===== src/rtl/hilo_acc_unit_if.sv =====
// hilo_acc_unit_if: bundles the write, accumulate and read-port signals of the
// HI/LO register unit. The master side is the pipeline that drives requests;
// the slave side is the HI/LO unit itself.
interface hilo_acc_unit_if #(
    parameter int W = 32
);
    logic             flush;
    logic             wr_full;
    logic [2*W-1:0]   wr_full_data;
    logic             wr_hi;
    logic [W-1:0]     wr_data_hi;
    logic             wr_lo;
    logic [W-1:0]     wr_data_lo;
    logic             acc_valid;
    logic             acc_sub;
    logic [2*W-1:0]   acc_data;
    logic             acc_ready;
    logic             busy;
    logic             acc_done;
    logic             acc_abort;
    logic [1:0]       rd_sel;
    logic [W-1:0]     rd_data;
    logic [2*W-1:0]   hilo_q;

    modport master (
        output flush, wr_full, wr_full_data, wr_hi, wr_data_hi, wr_lo, wr_data_lo,
               acc_valid, acc_sub, acc_data, rd_sel,
        input  acc_ready, busy, acc_done, acc_abort, rd_data, hilo_q
    );

    modport slave (
        input  flush, wr_full, wr_full_data, wr_hi, wr_data_hi, wr_lo, wr_data_lo,
               acc_valid, acc_sub, acc_data, rd_sel,
        output acc_ready, busy, acc_done, acc_abort, rd_data, hilo_q
    );
endinterface


===== src/rtl/hilo_acc_unit.sv =====
// hilo_acc_unit: HI:LO register pair for the multiply/divide datapath.
// Supports full-width and independent half writes, a forwarded MFHI/MFLO read
// port, and a two-cycle multiply-accumulate/subtract pipeline that splits the
// 2W-bit add into a low half (S_LO) and a high half with carry (S_HI).
module hilo_acc_unit #(
    parameter int W      = 32,
    parameter int ACC_EN = 1
) (
    input  logic          clk,
    input  logic          rst,
    hilo_acc_unit_if.slave hilo_if
);

    typedef enum logic [1:0] {
        IDLE = 2'd0,
        S_LO = 2'd1,
        S_HI = 2'd2
    } state_e;

    localparam logic ACC_ON = (ACC_EN != 0);

    state_e          state_q, state_d;
    logic [2*W-1:0]  hilo_q, hilo_d;
    logic [2*W-1:0]  op_q, op_d;
    logic            sub_q, sub_d;
    logic [W-1:0]    lo_res_q, lo_res_d;
    logic            carry_q, carry_d;
    logic            done_q, done_d;
    logic            abort_q, abort_d;

    logic            direct_wr_s;
    logic [2*W-1:0]  direct_val_s;
    logic [W:0]      lo_sum_s;
    logic [W-1:0]    hi_sum_s;

    assign direct_wr_s = hilo_if.wr_full | hilo_if.wr_hi | hilo_if.wr_lo;

    // Value the register pair takes after this cycle's direct writes (also the forwarding source).
    always_comb begin
        direct_val_s = hilo_q;
        if (hilo_if.wr_full) begin
            direct_val_s = hilo_if.wr_full_data;
        end else begin
            if (hilo_if.wr_hi) begin
                direct_val_s[2*W-1:W] = hilo_if.wr_data_hi;
            end else begin
                direct_val_s[2*W-1:W] = hilo_q[2*W-1:W];
            end
            if (hilo_if.wr_lo) begin
                direct_val_s[W-1:0] = hilo_if.wr_data_lo;
            end else begin
                direct_val_s[W-1:0] = hilo_q[W-1:0];
            end
        end
    end

    // Split-width accumulate arithmetic: low half yields carry/borrow, high half consumes it.
    always_comb begin
        if (sub_q) begin
            lo_sum_s = {1'b0, hilo_q[W-1:0]} - {1'b0, op_q[W-1:0]};
            hi_sum_s = hilo_q[2*W-1:W] - op_q[2*W-1:W] - {{(W-1){1'b0}}, carry_q};
        end else begin
            lo_sum_s = {1'b0, hilo_q[W-1:0]} + {1'b0, op_q[W-1:0]};
            hi_sum_s = hilo_q[2*W-1:W] + op_q[2*W-1:W] + {{(W-1){1'b0}}, carry_q};
        end
    end

    // Accumulate FSM next state; a direct write or flush mid-flight cancels the operation.
    always_comb begin
        state_d  = state_q;
        hilo_d   = direct_val_s;
        op_d     = op_q;
        sub_d    = sub_q;
        lo_res_d = lo_res_q;
        carry_d  = carry_q;
        done_d   = 1'b0;
        abort_d  = 1'b0;
        case (state_q)
            IDLE: begin
                if (ACC_ON && hilo_if.acc_valid && !hilo_if.flush) begin
                    op_d    = hilo_if.acc_data;
                    sub_d   = hilo_if.acc_sub;
                    state_d = S_LO;
                end else begin
                    state_d = IDLE;
                end
            end
            S_LO: begin
                if (direct_wr_s || hilo_if.flush) begin
                    abort_d = 1'b1;
                    state_d = IDLE;
                end else begin
                    lo_res_d = lo_sum_s[W-1:0];
                    carry_d  = lo_sum_s[W];
                    state_d  = S_HI;
                end
            end
            S_HI: begin
                if (direct_wr_s || hilo_if.flush) begin
                    abort_d = 1'b1;
                    state_d = IDLE;
                end else begin
                    hilo_d  = {hi_sum_s, lo_res_q};
                    done_d  = 1'b1;
                    state_d = IDLE;
                end
            end
            default: begin
                state_d = IDLE;
            end
        endcase
    end

    // State and datapath registers with synchronous reset.
    always_ff @(posedge clk) begin
        if (rst) begin
            state_q  <= IDLE;
            hilo_q   <= '0;
            op_q     <= '0;
            sub_q    <= 1'b0;
            lo_res_q <= '0;
            carry_q  <= 1'b0;
            done_q   <= 1'b0;
            abort_q  <= 1'b0;
        end else begin
            state_q  <= state_d;
            hilo_q   <= hilo_d;
            op_q     <= op_d;
            sub_q    <= sub_d;
            lo_res_q <= lo_res_d;
            carry_q  <= carry_d;
            done_q   <= done_d;
            abort_q  <= abort_d;
        end
    end

    // Forwarded read port: direct write data this cycle wins over the stored half.
    always_comb begin
        case (hilo_if.rd_sel)
            2'b01:   hilo_if.rd_data = direct_val_s[2*W-1:W];
            2'b10:   hilo_if.rd_data = direct_val_s[W-1:0];
            default: hilo_if.rd_data = '0;
        endcase
    end

    assign hilo_if.acc_ready = ACC_ON & (state_q == IDLE) & ~rst;
    assign hilo_if.busy      = (state_q != IDLE);
    assign hilo_if.acc_done  = done_q;
    assign hilo_if.acc_abort = abort_q;
    assign hilo_if.hilo_q    = hilo_q;

endmodule


===== src/flat_wrapper.sv =====
// flat-port wrapper written by rule: the top's interface ports become plain ports
module hilo_acc_unit_flat 
#(
    parameter int W      = 32,
    parameter int ACC_EN = 1
)
  (clk, rst, hilo_if_flush, hilo_if_wr_full, hilo_if_wr_full_data, hilo_if_wr_hi, hilo_if_wr_data_hi, hilo_if_wr_lo, hilo_if_wr_data_lo, hilo_if_acc_valid, hilo_if_acc_sub, hilo_if_acc_data, hilo_if_rd_sel, hilo_if_acc_ready, hilo_if_busy, hilo_if_acc_done, hilo_if_acc_abort, hilo_if_rd_data, hilo_if_hilo_q);
  hilo_acc_unit_if #(.W(W)) hilo_if_i ();
  input  logic clk;
  input  logic rst;
  input wire logic [$bits(hilo_if_i.flush)-1:0] hilo_if_flush;
  input wire logic [$bits(hilo_if_i.wr_full)-1:0] hilo_if_wr_full;
  input wire logic [$bits(hilo_if_i.wr_full_data)-1:0] hilo_if_wr_full_data;
  input wire logic [$bits(hilo_if_i.wr_hi)-1:0] hilo_if_wr_hi;
  input wire logic [$bits(hilo_if_i.wr_data_hi)-1:0] hilo_if_wr_data_hi;
  input wire logic [$bits(hilo_if_i.wr_lo)-1:0] hilo_if_wr_lo;
  input wire logic [$bits(hilo_if_i.wr_data_lo)-1:0] hilo_if_wr_data_lo;
  input wire logic [$bits(hilo_if_i.acc_valid)-1:0] hilo_if_acc_valid;
  input wire logic [$bits(hilo_if_i.acc_sub)-1:0] hilo_if_acc_sub;
  input wire logic [$bits(hilo_if_i.acc_data)-1:0] hilo_if_acc_data;
  input wire logic [$bits(hilo_if_i.rd_sel)-1:0] hilo_if_rd_sel;
  output wire logic [$bits(hilo_if_i.acc_ready)-1:0] hilo_if_acc_ready;
  output wire logic [$bits(hilo_if_i.busy)-1:0] hilo_if_busy;
  output wire logic [$bits(hilo_if_i.acc_done)-1:0] hilo_if_acc_done;
  output wire logic [$bits(hilo_if_i.acc_abort)-1:0] hilo_if_acc_abort;
  output wire logic [$bits(hilo_if_i.rd_data)-1:0] hilo_if_rd_data;
  output wire logic [$bits(hilo_if_i.hilo_q)-1:0] hilo_if_hilo_q;
  assign hilo_if_i.flush = hilo_if_flush;
  assign hilo_if_i.wr_full = hilo_if_wr_full;
  assign hilo_if_i.wr_full_data = hilo_if_wr_full_data;
  assign hilo_if_i.wr_hi = hilo_if_wr_hi;
  assign hilo_if_i.wr_data_hi = hilo_if_wr_data_hi;
  assign hilo_if_i.wr_lo = hilo_if_wr_lo;
  assign hilo_if_i.wr_data_lo = hilo_if_wr_data_lo;
  assign hilo_if_i.acc_valid = hilo_if_acc_valid;
  assign hilo_if_i.acc_sub = hilo_if_acc_sub;
  assign hilo_if_i.acc_data = hilo_if_acc_data;
  assign hilo_if_i.rd_sel = hilo_if_rd_sel;
  assign hilo_if_acc_ready = hilo_if_i.acc_ready;
  assign hilo_if_busy = hilo_if_i.busy;
  assign hilo_if_acc_done = hilo_if_i.acc_done;
  assign hilo_if_acc_abort = hilo_if_i.acc_abort;
  assign hilo_if_rd_data = hilo_if_i.rd_data;
  assign hilo_if_hilo_q = hilo_if_i.hilo_q;
  hilo_acc_unit #(.W(W), .ACC_EN(ACC_EN)) u_core (.clk(clk), .rst(rst), .hilo_if(hilo_if_i));
endmodule

===== config.mk =====
export PLATFORM = sky130hd
export DESIGN_NAME = hilo_acc_unit_flat
export DESIGN_NICKNAME = d
export VERILOG_FILES = /design/src/rtl/hilo_acc_unit_if.sv /design/src/rtl/hilo_acc_unit.sv /design/src/flat_wrapper.sv
export SDC_FILE = /design/constraint.sdc
export NUM_CORES = 1
export LEC_CHECK = 0
export ABC_AREA = 1
export CAP_MARGIN = 20
export CORE_MARGIN = 2
export CORE_UTILIZATION = 50
export CTS_CLUSTER_DIAMETER = 200
export CTS_CLUSTER_SIZE = 24
export DETAILED_ROUTE_END_ITERATION = 8
export HOLD_SLACK_MARGIN = 0.02
export PLACE_DENSITY = 0.77
export SLEW_MARGIN = 0
export SYNTH_ARGS = -nofsm -noshare
export SYNTH_HDL_FRONTEND = slang
export SYNTH_SLANG_ARGS = --single-unit

===== constraint.sdc =====
create_clock -name clk -period 4.1 [get_ports clk]
set_clock_uncertainty 0.1 [all_clocks]
set_input_delay 0.615 -clock clk [delete_from_list [all_inputs] [get_ports clk]]
set_output_delay 0.615 -clock clk [all_outputs]
set_load 0.05 [all_outputs]

Yosys cells after proc, flatten, opt, wreduce, memory -nomap -nowiden
Index checks and enable logic that the tools add are counted.
W data, S select, Z words.
{ "op_classes": {"reduce_logical": 10, "n_eq_ne": 4, "bitwise": 7, "mux": 13, "add_sub_neg": 6} }
{ "ops": {"columns": ["op", "count"], "rows": [
  ["$mux W64", 3],
  ["$mux W32", 3],
  ["$pmux W32 S2", 1],
  ["$add A32 B32 Y33", 1],
  ["$mux W33", 1],
  ["$sub A32 B32 Y33", 1],
  ["$add A32 B1 Y32", 1],
  ["$add A32 B32 Y32", 1],
  ["$sub A32 B1 Y32", 1],
  ["$sub A32 B32 Y32", 1],
  ["$reduce_or A2 Y1", 3],
  ["$eq A2 B1 Y1 const B", 2],
  ["$eq A2 B2 Y1 const B", 2],
  ["$not A1 Y1", 4],
  ["$pmux W2 S2", 1],
  ["$reduce_and A2 Y1", 2],
  ["$mux W1", 3],
  ["$logic_not A2 Y1", 1],
  ["$mux W2", 1],
  ["$or A1 B1 Y1", 2],
  ["$reduce_bool A2 Y1", 1],
  ["$and A1 B1 Y1", 1],
  ["$logic_and A1 B1 Y1", 1],
  ["$logic_not A1 Y1", 1],
  ["$logic_or A1 B1 Y1", 1]
]} }
{ "totals": {"ff_bits": 166} }

Longest topological paths before layout
Gate-level depths: netlist (run 1).
{ "depth": {"ltp_word": 5, "depth_mapped": 22, "mapped_depth_nobuf": 22} }

Worst setup path before layout (run 1)
OpenSTA, ideal clock, no wires.
{ "synth_timing": {"kind": "in2out", "from": "input port hilo_if_wr_full", "to": "output port hilo_if_rd_data[15]", "n_path_buf": 3, "cell_stages": 7, "required_ps": 3385, "arrival_ps": 2335, "path_slack_ps": 1050, "cell_sequence": "buf_4 -> inv_1 -> buf_4 -> buf_2 -> o21ai_0 -> or2_2 -> a21oi_1"} }
{ "synth_via": {"elab_chain_cells": 2} }
{ "synth_rtl": {"columns": ["element", "line", "rtl"], "rows": [
  ["start: declaration", "flat_wrapper.sv:12", "input wire logic [$bits(hilo_if_i.wr_full)-1:0] hilo_if_wr_full;"],
  ["$mux W64", "hilo_acc_unit.sv:41", "if (hilo_if.wr_full) begin"],
  ["$pmux W32 S2", "hilo_acc_unit.sv:139", "case (hilo_if.rd_sel)"],
  ["end: declaration", "flat_wrapper.sv:26", "output wire logic [$bits(hilo_if_i.rd_data)-1:0] hilo_if_rd_data;"]
]} }
No other way between the ends.

Worst setup path after layout (run 1)
{ "layout_timing": {"from": "register u_core.op_q[7]", "to": "register u_core.lo_res_q[28]"} }
{ "layout_via": {"elab_chain_cells": 2} }
{ "layout_rtl": {"columns": ["element", "line", "rtl"], "rows": [
  ["start: declaration", "hilo_acc_unit.sv:24", "logic [2*W-1:0] op_q, op_d;"],
  ["start signal: assignment", "hilo_acc_unit.sv:128", "op_q <= op_d;"],
  ["$add A32 B32 Y33 or $sub A32 B32 Y33 (tied branches)", "hilo_acc_unit.sv:63, hilo_acc_unit.sv:60", null],
  ["$mux W33 *", "hilo_acc_unit.sv:59", "if (sub_q) begin"],
  ["end signal: assignment", "hilo_acc_unit.sv:130", "lo_res_q <= lo_res_d;"],
  ["end: declaration", "hilo_acc_unit.sv:26", "logic [W-1:0] lo_res_q, lo_res_d;"]
]} }
Mark *: on every way between the ends. The rest lies on a longest branch, timed or not.
A chain may end at the register's enable or synchronous reset.

==> metrics.csv, run 1 <==
metric;value;unit
status;complete, no violations;
Hold Path Class;flip-flop to flip-flop;
CTS tree;built;
first-pass iteration count of the detailed router;7;
Worst R2R Path Depth;17;
Setup violations, final;0;
wire per inst;18.9;µm
Die Area;0.0330;mm²
Max H-tree Level;4;
total grt overflow;0;
Worst EP required;4.37;ns
Cells on Worst Hold Path;2;
Synth Cell Area;0.0158;mm²
Worst-Margin Slew;0.960;ns
hold endpoint;u_core.lo_res_q[1];
Syn. warnings;0;
number of global-route vias before repair;17700;
Unique masters post-synth;44;
row count;65;
Syn Area/Cell;5.79;µm²
Yosys top cell by area;dfxtp_1;
CP max FO;5;
EDFF count, synth;0;
Synth Flop Type;dfxtp_1;
leakage;10.0;nW
Worst Slack Setup Final;0.389;ns
final std cells w/o fill;3393;
most frequent cell after synthesis;nand2_1;
power density over the cells;334;mW/mm²
Syn-to-layout area delta;26.9;%
Top Ports;302;
Total Routing Usage GR;38.1;%
Max Cap Viol;0;
Total Power;0.00668;W
Syn Inst Count;2725;
global-route wire length before repair;97.3;mm
Worst Setup End Kind;flip-flop;
IO buf count;301;
FMAX;269;MHz
WS Path Type;flip-flop to flip-flop;
initial DRC count;1740;
gpl congestion;1.01;
vias per cell;5.58;
Synthesized Nets;3060;
Die W;182;µm
CTS Buffer Depth;2;
Clk Latency, worst-skew pair;0.47;ns
antenna violations before repair;1;
share of cells above drive strength 1;4.05;%
crit path buf inv count;0;
Critical Path AT;3.98;ns
number of placed cells counting well taps;3360;
Filler cells;3056;
Final #Nets;3312;
cell family with most CP delay;simple AND/OR/NAND/NOR gates;
CP max stage delay;0.39;ns
WP depth;17;
Synth top area share;21.1;%
Die Y;182;µm
RSZ-0062 raised after global routing;false;
Worst Setup Start Kind;flip-flop;
Synth top cells by count;nand2_1, inv_1, nor2_1;
routed vias;18900;
CP Cell Sequence;nor2_1, nand2_1, nor4_1, nand2_1, nor2_1, nand4_1, nand2_1, xor2_1, ha_1, a21oi_1, o21ai_0, a21oi_1, nor2_1, nor2_1, a21oi_1, nor2_1, nor2_1;
CP dominant cell by count;nor2_1;
maximum vdd drop;0.289;mV
setup slack, reg-to-reg;0.39;ns
minimum clock period;3.71;ns
post-CTS setup buffers;0;
endpoints failing hold;0;
largest net degree at the start of global routing;60;
Detail Placement HPWL;51.5;mm
Place WS;0.504;ns
Seq/Total Area, Yosys;21.1;%
clk slew on worst S/H paths;0.08;ns
Initial Util;50.4;%
Reg-to-Reg Start;u_core.op_q[7];
# DRC;0;
clock root buffer;clkbuf_16;
Final ANT Viol Nets;0;
cts bufs inserted;17;
Placement Cell Area;0.0194;mm²
core area;0.0313;mm²
Final period util;90.5;%
CP Launch Point;u_core.op_q[7];
post-route cell area;0.0200;mm²
end of the worst register-to-register path;u_core.lo_res_q[28];
HP Start;u_core.lo_res_q[1];
hold buffer count at cts;0;
CTS resizes;0;
Critical-path top delay cell;a21oi_1;
top cells by area, synth;dfxtp_1, nand2_1, inv_1, ha_1, o21ai_0;
flops & latches, synth;166;
Slew Viols, Final;0;
Async S/R FF share, synth;0;%
TNS Setup;0;ns
drt total wl;64.3;mm
CTS sink count;166;
relative slew slack;36.0;%
## cell usage in the layout (no fill, tap or decap), types with 5 or more instances in the layout
master | netlist | final
a21oi_1 | 202 | 202
a31oi_1 | 9 | 9
buf_12 | 0 | 31
buf_4 | 5 | 25
clkbuf_16 | 0 | 17
clkdlybuf4s50_1 | 0 | 269
dfxtp_1 | 166 | 166
fa_1 | 5 | 5
ha_1 | 128 | 128
inv_1 | 493 | 491
inv_2 | 4 | 7
inv_6 | 0 | 5
nand2_1 | 681 | 681
nand3_1 | 179 | 179
nand3b_1 | 10 | 10
nand4_1 | 18 | 18
nor2_1 | 288 | 287
nor3_1 | 27 | 27
nor4_1 | 14 | 14
o211ai_1 | 13 | 13
o21ai_0 | 228 | 228
o21ai_1 | 13 | 13
o21bai_1 | 11 | 11
o22ai_1 | 48 | 48
or2_2 | 13 | 13
xnor2_1 | 9 | 9
xor2_1 | 42 | 42
## cell families after synthesis
group | after synthesis | synth area share, %
DFF | 166 | 21.1
xor gates and xnor gates | 51 | 2.83
buffers and inverters | 592 | 14.4
and+or+nand+nor | 1247 | 32.7
AOI/OAI and AO/OA | 536 | 18.1
adders and majority gates | 133 | 10.8
## worst max path at each step
| stage | end | slack (ns) |
|---|---|---|
| 6_report | u_core.lo_res_q[28] | 0.39 |
| 3_5_place_dp | hilo_if_rd_data[3] | 0.50 |
| 3_3_place_gp | hilo_if_rd_data[3] | 0.51 |
| 2_1_floorplan | hilo_if_rd_data[15] | 1.05 |
| 5_1_grt | u_core.lo_res_q[22] | 0.26 |
| 4_1_cts | hilo_if_rd_data[3] | 0.50 |
## sequential cells by signal, summed over array words and instances, names as in the netlist
name and cells:
u_core.hilo_if.acc_abort 1, u_core.sub_q 1, u_core.state_q 2, u_core.hilo_if.acc_done 1
u_core.hilo_if.hilo_q 64, u_core.op_q 64, u_core.carry_q 1, u_core.lo_res_q 32
## worst register-to-register path, stage by stage (launching register included)
cell and delay, ns:
dfxtp_1 0.37, nor2_1 0.25, nand2_1 0.09, nor4_1 0.34
nand2_1 0.18, nor2_1 0.13, nand4_1 0.08, nand2_1 0.08
xor2_1 0.33, ha_1 0.36, a21oi_1 0.24, o21ai_0 0.24
a21oi_1 0.39, nor2_1 0.07, nor2_1 0.13, a21oi_1 0.09
nor2_1 0.11, nor2_1 0.04
## per-layer routing
| layer | share of wire [%] | global-route usage, % |
|---|---|---|
| met2 | 47 | 65.5 |
| met5 | 0 | 0 |
| met3 | 7.9 | 6.46 |
| met4 | 5.1 | 18.5 |
| met1 | 40 | 46.2 |
## through the flow
| stage | hold WS, ns | util (%) |
|---|---|---|
| 2_1_floorplan | 0.323 | - |
| 3_3_place_gp | 0.343 | 61.9 |
| 3_5_place_dp | 0.354 | 61.9 |
| 4_1_cts | 0.365 | 63.9 |
| 5_1_grt | 0.389 | 63.9 |
| 6_report | 0.365 | 63.9 |
## report_power, final
part | internal (W) | switching (W) | total (W)
registers | 0.00171 | 0.000111 | 0.00182
clock network | 0.000963 | 0.000828 | 0.00179
logic | 0.00106 | 0.00201 | 0.00307
## area by class of cell
| cell class | count | area, µm² | share of cell area (%) |
|---|---|---|---|
| multi-input cells | 1967 | 10200 | 50.9 |
| flip-flops and latches | 166 | 3320 | 16.6 |
| inverters | 500 | 1880 | 9.38 |
| diodes | 1 | 2.50 | 0.0125 |
| well taps | 402 | 503 | 2.51 |
| clock buffers | 19 | 453 | 2.26 |
| repair buffers | 325 | 3500 | 17.5 |
| clock inverters | 13 | 174 | 0.869 |
Power figures use the tool's default switching activity.
==> run 2, diff against run 1 <==
Settings changed: CTS_BUF_LIST set to sky130_fd_sc_hd__clkbuf_8.
==> run 2 against run 1 <==
Effect of this change: maximum frequency increased by 2.0%; via count decreased by 0.67%; critical path type unchanged; worst setup slack improved by 0.073 ns; power decreased by 6.3%; global-route usage decreased by 0.095 points; critical endpoint unchanged.
==> metrics.csv, run 2 (synthesis gave the netlist of run 1 again) <==
metric;value;unit;change
global-route wire length before repair;97.0;mm;-0.30%
WS Path Type;flip-flop to flip-flop;;
relative slew slack;36.8;%;+0.79 points
Worst-Margin Slew;0.948;ns;-0.0118 ns
Syn-to-layout area delta;25.7;%;
Clk Latency, worst-skew pair;0.52;ns;+0.05 ns
clock root buffer;clkbuf_8;;
row count;65;;unchanged
Initial Util;50.4;%;unchanged
gpl congestion;1.01;;unchanged
clk slew on worst S/H paths;0.11;ns;+0.03 ns
FMAX;275;MHz;+2.0%
RSZ-0062 raised after global routing;false;;
biggest registers after layout;u_core.hilo_if.hilo_q: 64 flops, u_core.op_q: 64 flops, u_core.lo_res_q: 32 flops;;
Setup violations, final;0;;unchanged
Die W;182;µm;unchanged
Final period util;88.7;%;-1.8 points
wire per inst;18.9;µm;-0.36%
Placement Cell Area;0.0194;mm²;unchanged
# DRC;0;;unchanged
CTS tree;built;;
Die Area;0.0330;mm²;unchanged
number of placed cells counting well taps;3360;;unchanged
Worst EP required;4.43;ns;+0.06 ns
drt total wl;64.0;mm;-0.36%
vias per cell;5.54;;-0.67%
Final #Nets;3312;;unchanged
antenna violations before repair;1;;unchanged
share of cells above drive strength 1;4.05;%;unchanged
routed vias;18800;;-0.67%
Fin Hold WS;0.371;ns;+0.00581 ns
hold buffer count at cts;0;;unchanged
Detail Placement HPWL;51.5;mm;unchanged
minimum clock period;3.64;ns;-0.0730 ns
largest net degree at the start of global routing;60;;unchanged
status;complete, no violations;;
leakage;9.94;nW;-0.87%
TNS Setup;0;ns;unchanged
number of global-route vias before repair;17600;;-0.49%
core area;0.0313;mm²;unchanged
Max Cap Viol;0;;unchanged
Hold Path Class;flip-flop to flip-flop;;
CTS Buffer Depth;2;;unchanged
Critical Path AT;3.96;ns;-0.02 ns
power density over the cells;316;mW/mm²;-5.4%
total grt overflow;0;;unchanged
IO buf count;301;;unchanged
post-route cell area;0.0198;mm²;-0.96%
initial DRC count;1664;;-4.4%
cts bufs inserted;17;;unchanged
CP max FO;5;;unchanged
Die Y;182;µm;unchanged
CTS resizes;0;;unchanged
final std cells w/o fill;3393;;unchanged
Top Ports;302;;unchanged
Total Routing Usage GR;38.0;%;-0.095 points
Worst Setup Start Kind;flip-flop;;
most common cell after layout, fill and taps aside;nand2_1;;
Slew Viols, Final;0;;unchanged
Final ANT Viol Nets;0;;unchanged
first-pass iteration count of the detailed router;5;;-2
post-CTS setup buffers;0;;unchanged
CTS sink count;166;;unchanged
endpoints failing hold;0;;unchanged
maximum vdd drop;0.281;mV;-2.7%
commonest non-fill, non-tap cells in the layout;nand2_1, inv_1, nor2_1, clkdlybuf4s50_1, o21ai_0;;
Max H-tree Level;4;;unchanged
Worst Setup End Kind;flip-flop;;
[run 2: cell counts in the layout (fill, tap and decap cells not counted)]
No cell type changed its count.
[run 2: cell type report]
class,instances,area [µm²]
Fill cell,3075,11500
Multi-Input combinational cell,1967,10200
Timing Repair Buffer,325,3500
Sequential cell,166,3320
Inverter,500,1880
Tap cell,402,503
Clock buffer,19,262
Clock inverter,13,174
Antenna cell,1,2.50
[run 2: per-stage QoR]
step	total power [W]	util [%]	worst slack [ns]
CTS	0.00620	63.3	0.500
floorplan	0.00376	-	1.05
finish	0.00626	63.3	0.462
global route	0.00662	63.3	0.262
global placement	0.00481	61.9	0.512
detailed placement	0.00483	61.9	0.504
[run 2: path summary, 6_finish.rpt]
| kind | start | to | slack [ns] | depth (start not counted) |
|---|---|---|---|---|
| setup reg to reg | u_core.op_q[7] | u_core.lo_res_q[28] | 0.46 | 17 |
| hold / removal | u_core.lo_res_q[1] | u_core.lo_res_q[1] | 0.37 | 2 |
| hold reg to reg | u_core.lo_res_q[1] | u_core.lo_res_q[1] | 0.37 | 2 |
| setup / recovery | u_core.op_q[7] | u_core.lo_res_q[28] | 0.46 | 17 |
[run 2: where the power goes]
group / leakage, nW / internal (W) / switching (W)
Sequential: 1.37 / 0.00171 / 0.000111
Combinational: 8.35 / 0.00106 / 0.00201
Clock: 0.223 / 0.000606 / 0.000772
[run 2: critical path, stage by stage (launching register included)]
cell	delay [ns]
dfxtp_1	0.38
nor2_1	0.25
nand2_1	0.09
nor4_1	0.26
nand2_1	0.16
nor2_1	0.11
nand4_1	0.08
nand2_1	0.08
xor2_1	0.33
ha_1	0.36
a21oi_1	0.24
o21ai_0	0.25
a21oi_1	0.39
nor2_1	0.07
nor2_1	0.14
a21oi_1	0.09
nor2_1	0.12
nor2_1	0.04
[run 2: layer usage]
metal	GRT usage [%]	routed length (µm)
met1	46.2	25400
met3	6.88	5070
met5	0	0
met2	65.3	30500
met4	17.8	3100
